## config.mk

```make
export PLATFORM = sky130hd
export DESIGN_NAME = divisor_seq
export DESIGN_NICKNAME = d
export VERILOG_FILES = /design/src/rtl/divisor_seq.sv
export SDC_FILE = /design/constraint.sdc
export NUM_CORES = 1
export LEC_CHECK = 0
export BUFFER_PORTS_ARGS = -buffer_cell sky130_fd_sc_hd__buf_4
export CORE_AREA = 2 2 69 55
export CTS_CLUSTER_SIZE = 40
export DETAILED_ROUTE_END_ITERATION = 7
export DIE_AREA = 0 0 71 57
export PLACE_DENSITY = 0.69
export SLEW_MARGIN = 30
export SYNTH_ARGS = -nofsm -noshare
export SYNTH_HDL_FRONTEND = slang
export SYNTH_SLANG_ARGS = --single-unit
```

## constraint.sdc

```tcl
create_clock -name clk -period 2.3 [get_ports clk]
set_clock_uncertainty 0.2 [all_clocks]
set_input_delay 0.345 -clock clk [delete_from_list [all_inputs] [get_ports clk]]
set_output_delay 0.345 -clock clk [all_outputs]
set_load 0.005 [all_outputs]
```

## src/rtl/divisor_seq.sv

```systemverilog
// divisor_seq: multi-cycle unsigned restoring divider, one quotient bit per clock.
// Companion to the SOMASUB add/sub unit; consumes the same A/B operand format and
// reports zero/sinal flags in the same style.
//
// Ports:
//   clk      rising-edge clock
//   rst_n    asynchronous active-low reset
//   start    request pulse, sampled only in IDLE
//   A        dividend (unsigned)
//   B        divisor (unsigned)
//   busy     high while the iteration (CALC) is running
//   done     one-cycle pulse marking Q/Rm/flags valid
//   Q        quotient
//   Rm       remainder
//   div_zero divisor was zero for the completed operation
//   zero     Q == 0 for the completed operation
//   sinal    Q[WIDTH-1] for the completed operation
module divisor_seq #(
  parameter int unsigned WIDTH = 4
) (
  input  logic             clk,
  input  logic             rst_n,
  input  logic             start,
  input  logic [WIDTH-1:0] A,
  input  logic [WIDTH-1:0] B,
  output logic             busy,
  output logic             done,
  output logic [WIDTH-1:0] Q,
  output logic [WIDTH-1:0] Rm,
  output logic             div_zero,
  output logic             zero,
  output logic             sinal
);

  localparam int unsigned CW = $clog2(WIDTH + 1);

  typedef enum logic [1:0] {
    IDLE = 2'd0,
    CALC = 2'd1,
    DONE = 2'd2
  } state_t;

  state_t           state;
  logic [WIDTH:0]   p;      // partial remainder, one guard bit for the sign check
  logic [WIDTH-1:0] d;      // dividend bits shifting out, quotient bits shifting in
  logic [WIDTH-1:0] b_r;    // latched divisor
  logic [CW-1:0]    count;

  logic [WIDTH:0]   p_sh;
  logic [WIDTH:0]   trial;
  logic             q_bit;
  logic [WIDTH:0]   p_next;
  logic [WIDTH-1:0] d_next;

  // One restoring step: shift in next dividend bit, trial-subtract, keep on no borrow.
  always_comb begin
    p_sh   = {p[WIDTH-1:0], d[WIDTH-1]};
    trial  = p_sh - {1'b0, b_r};
    q_bit  = ~trial[WIDTH];
    p_next = q_bit ? trial : p_sh;
    d_next = {d[WIDTH-2:0], q_bit};
  end

  // Control FSM with registered datapath and outputs.
  always_ff @(posedge clk or negedge rst_n) begin
    if (!rst_n) begin
      state    <= IDLE;
      p        <= '0;
      d        <= '0;
      b_r      <= '0;
      count    <= '0;
      busy     <= 1'b0;
      done     <= 1'b0;
      Q        <= '0;
      Rm       <= '0;
      div_zero <= 1'b0;
      zero     <= 1'b0;
      sinal    <= 1'b0;
    end else begin
      case (state)
        IDLE: begin
          if (start) begin
            d   <= A;
            b_r <= B;
            p   <= '0;
            if (B != '0) begin
              count <= CW'(WIDTH);
              busy  <= 1'b1;
              state <= CALC;
            end else begin
              // Division by zero completes immediately with an all-ones quotient.
              Q        <= '1;
              Rm       <= A;
              div_zero <= 1'b1;
              zero     <= 1'b0;
              sinal    <= 1'b1;
              done     <= 1'b1;
              state    <= DONE;
            end
          end
        end
        CALC: begin
          p     <= p_next;
          d     <= d_next;
          count <= count - CW'(1);
          if (count == CW'(1)) begin
            Q        <= d_next;
            Rm       <= p_next[WIDTH-1:0];
            div_zero <= 1'b0;
            zero     <= (d_next == '0);
            sinal    <= d_next[WIDTH-1];
            done     <= 1'b1;
            busy     <= 1'b0;
            state    <= DONE;
          end
        end
        DONE: begin
          done  <= 1'b0;
          state <= IDLE;
        end
        default: begin
          busy  <= 1'b0;
          done  <= 1'b0;
          state <= IDLE;
        end
      endcase
    end
  end

endmodule

```

==> flow_metrics.env <==
export IMPL_status="finished clean"
export IMPL_grt_pass1_wl_um=5560
export IMPL_synth_seq_area_share=0.501
export IMPL_ys_ff_latch=29
export IMPL_fin_setup_tns_ps=0
export IMPL_numCtsBuffers=5
export IMPL_vias=1200
export IMPL_nNetsFinal=197
export IMPL_register_area_um2=726
export IMPL_grt_overflow=0
export IMPL_crit_arrival_ps=2130
export IMPL_clock_sinks=29
export IMPL_routedWlPerCell_um=14.9
export IMPL_grt_usage=0.179
export IMPL_r2r_end="Rm[2]"
export IMPL_p_leak_nw=0.863
export IMPL_irDropWorstVdd_mv=0.708
export IMPL_power_per_cell_area_nw_per_um2=1710
export IMPL_port_buffers=23
export IMPL_instances_no_fill=222
export IMPL_min_path_cells=3
export IMPL_fin_crit_ps=2190
export IMPL_yosysUniqueCellTypes=36
export IMPL_pin_count=24
export IMPL_multi_input_area_um2=668
export IMPL_report_final_hold_viol_count=0
export IMPL_totalWireLength_um=3300
export IMPL_drive_above_1_share=0.261
export IMPL_cts_setup_buffers=0
export IMPL_cts_tree="yes"
export IMPL_ant_nets=0
export IMPL_first_iter_violations=81
export IMPL_reg2reg_from="d[3]"
export IMPL_slew_headroom=0.646
export IMPL_route_detailed_drc=0
export IMPL_synthesis_nets=169
export IMPL_fin_area_um2=1830
export IMPL_cp_startpoint="d[3]"
export IMPL_syn_avg_cell_area_um2=9.60
export IMPL_final_util=0.531
export IMPL_die_h_um=57
export IMPL_routabilityCongestion=0.922
export IMPL_grt_pass1_vias=1207
export IMPL_clk_insertion_delay_late_ps=280
export IMPL_cts_htree_levels=2
export IMPL_final_common_cell="dfrtp_1"
export IMPL_worst_pin_slew_ps=531
export IMPL_cts_root_buf="clkbuf_8"
export IMPL_max_cap_violations=0
export IMPL_grt_max_degree=30
export IMPL_slew_viol_final=0
export IMPL_start_kind="flip-flop"
export IMPL_synth_cells=151
export IMPL_fp_dieW_um=71
export IMPL_crit_path_end_kind="flip-flop"
export IMPL_min_from="B[0]"
export IMPL_clk_pin_slew_ps=70
export IMPL_first_pass_iters=4
export IMPL_final_cell_mix="dfrtp_1 (29), buf_4 (26), nand2_1 (20)"
export IMPL_syn_to_final_growth_pct=26.3
export IMPL_initial_core_util=0.420
export IMPL_dpl_cell_count=213
export IMPL_syn_area_um2=1450
export IMPL_clockBufferDepth=2
export IMPL_crit_type="flip-flop to flip-flop"
export IMPL_row_count=19
export IMPL_antenna_found_initial=0
export IMPL_via_per_inst=5.41
export IMPL_fillers=309
export IMPL_path_max_fanout=5
export IMPL_hold_path_class="input port to flip-flop"
export IMPL_hpwl_um=2420
export IMPL_core_area_um2=3450
export IMPL_rsz0062_at_grt="no"
export IMPL_fin_crit_sh=0.951
export IMPL_reg2regPathDepth=9
export IMPL_place_area_um2=1660
export IMPL_dieArea_um2=4050
export IMPL_num_antenna_cells=0
export IMPL_worstHoldEndpoint="b_r[0]"
export IMPL_rrSetupSlack_ps=110
export IMPL_max_freq_mhz=457
export IMPL_finalSetupViolCount=0
export IMPL_critPathRequiredTime_ps=2250
export IMPL_yosysWarnings=0
-- flip-flops by register name, summed over array words and instances (netlist names) --
register,cells
done,1
sinal,1
count,3
b_r,4
div_zero,1
Q,3
p,4
busy,1
state,2
d,4
zero,1
Rm,4
-- timing repair --
item,4_1_cts,5_1_grt
hold buffers,1,0
hold endpoints to repair,29,0
endpoints found under the setup margin,2,7
resized for setup,2,4
pin swaps,0,3
-- Yosys cell counts --
| library cell | instances | share of area |
|---|---|---|
| o211a_1 | 1 | 0.0069 |
| or3_1 | 1 | 0.0043 |
| a221o_1 | 1 | 0.0069 |
| a211oi_1 | 2 | 0.010 |
| nand2b_1 | 1 | 0.0043 |
| o211ai_1 | 1 | 0.0052 |
| buf_2 | 1 | 0.0035 |
| a21oi_1 | 9 | 0.031 |
| a21boi_0 | 1 | 0.0052 |
| nand2_1 | 20 | 0.052 |
| a21o_1 | 3 | 0.016 |
| ha_1 | 6 | 0.052 |
| nand3_1 | 7 | 0.024 |
| o21ai_0 | 12 | 0.041 |
| and2b_1 | 1 | 0.0052 |
| o22ai_1 | 2 | 0.0086 |
| o21a_1 | 1 | 0.0052 |
| buf_4 | 1 | 0.0052 |
| nor2_1 | 13 | 0.034 |
| fa_1 | 1 | 0.014 |
| clkbuf_1 | 3 | 0.0078 |
| o21ai_4 | 1 | 0.011 |
| and2_1 | 2 | 0.0086 |
| xnor2_1 | 2 | 0.012 |
| a31oi_1 | 4 | 0.017 |
| a21o_2 | 1 | 0.0060 |
| nor2b_1 | 1 | 0.0043 |
| and3_1 | 2 | 0.0086 |
| nor3_1 | 1 | 0.0035 |
| inv_1 | 12 | 0.031 |
| buf_6 | 1 | 0.0078 |
| o22a_2 | 4 | 0.028 |
| dfrtp_1 | 29 | 0.50 |
| or4_4 | 1 | 0.0078 |
| a211o_1 | 1 | 0.0060 |
| or4_1 | 1 | 0.0052 |
-- layer usage --
metal,part of all wire,track usage
met5,0,0
met4,0,0.0323
met3,0.084,0.0813
met2,0.47,0.282
met1,0.44,0.234
-- kinds of logic (layout without fill, tap and decap cells) --
family	Yosys count	count (layout)	share of synthesized area
adder cells (fa/ha/maj)	7	7	0.0656
XOR/XNOR	2	2	0.0121
flip-flops	29	29	0.501
AO/OA/AOI/OAI	44	44	0.205
AND/OR/NAND/NOR	51	51	0.161
buffers and inverters	18	47	0.0553
-- per-stage QoR --
| stage | hold slack [ps] | power [mW] | setup WS [ps] |
|---|---|---|---|
| global placement | 86.0 | 2.34 | 73.2 |
| global route | 81.9 | 3.39 | 8.81 |
| detailed placement | 90.7 | 2.41 | -45.6 |
| floorplan | -151 | 1.93 | 166 |
| finish | 74.3 | 3.13 | 113 |
| CTS | 72.7 | 3.09 | 10.3 |
-- worst max-delay path by stage --
stage                       end  cells past startpoint
after global routing      Rm[2]                      6
after CTS                 Rm[2]                      9
after global placement    Rm[3]                      9
after floorplan           Rm[3]                      9
final                     Rm[2]                      9
after detailed placement  Rm[3]                      9
-- report_power, final --
part	internal [mW]	switching, mW	leakage (nW)
clock network	0.430	0.196	0.0681
logic	0.729	0.831	0.452
registers	0.765	0.178	0.343
-- critical path, cell delays in order (launching register included) --
cell and delay, ps:
dfrtp_1 380, inv_1 110, ha_1 160, inv_1 70, fa_2 360, nand3_2 120
and3_4 210, nor2_2 70, o211ai_1 260, a31oi_1 120
-- final cells by class --
type,instances,area share
clock buffer,5,0.0376
timing repair buffer,27,0.112
clock inverter,3,0.0355
tap,42,0.0287
inverter,12,0.0246
multi-input combinational,104,0.365
sequential,29,0.396
(Power assumes the default switching activity.)
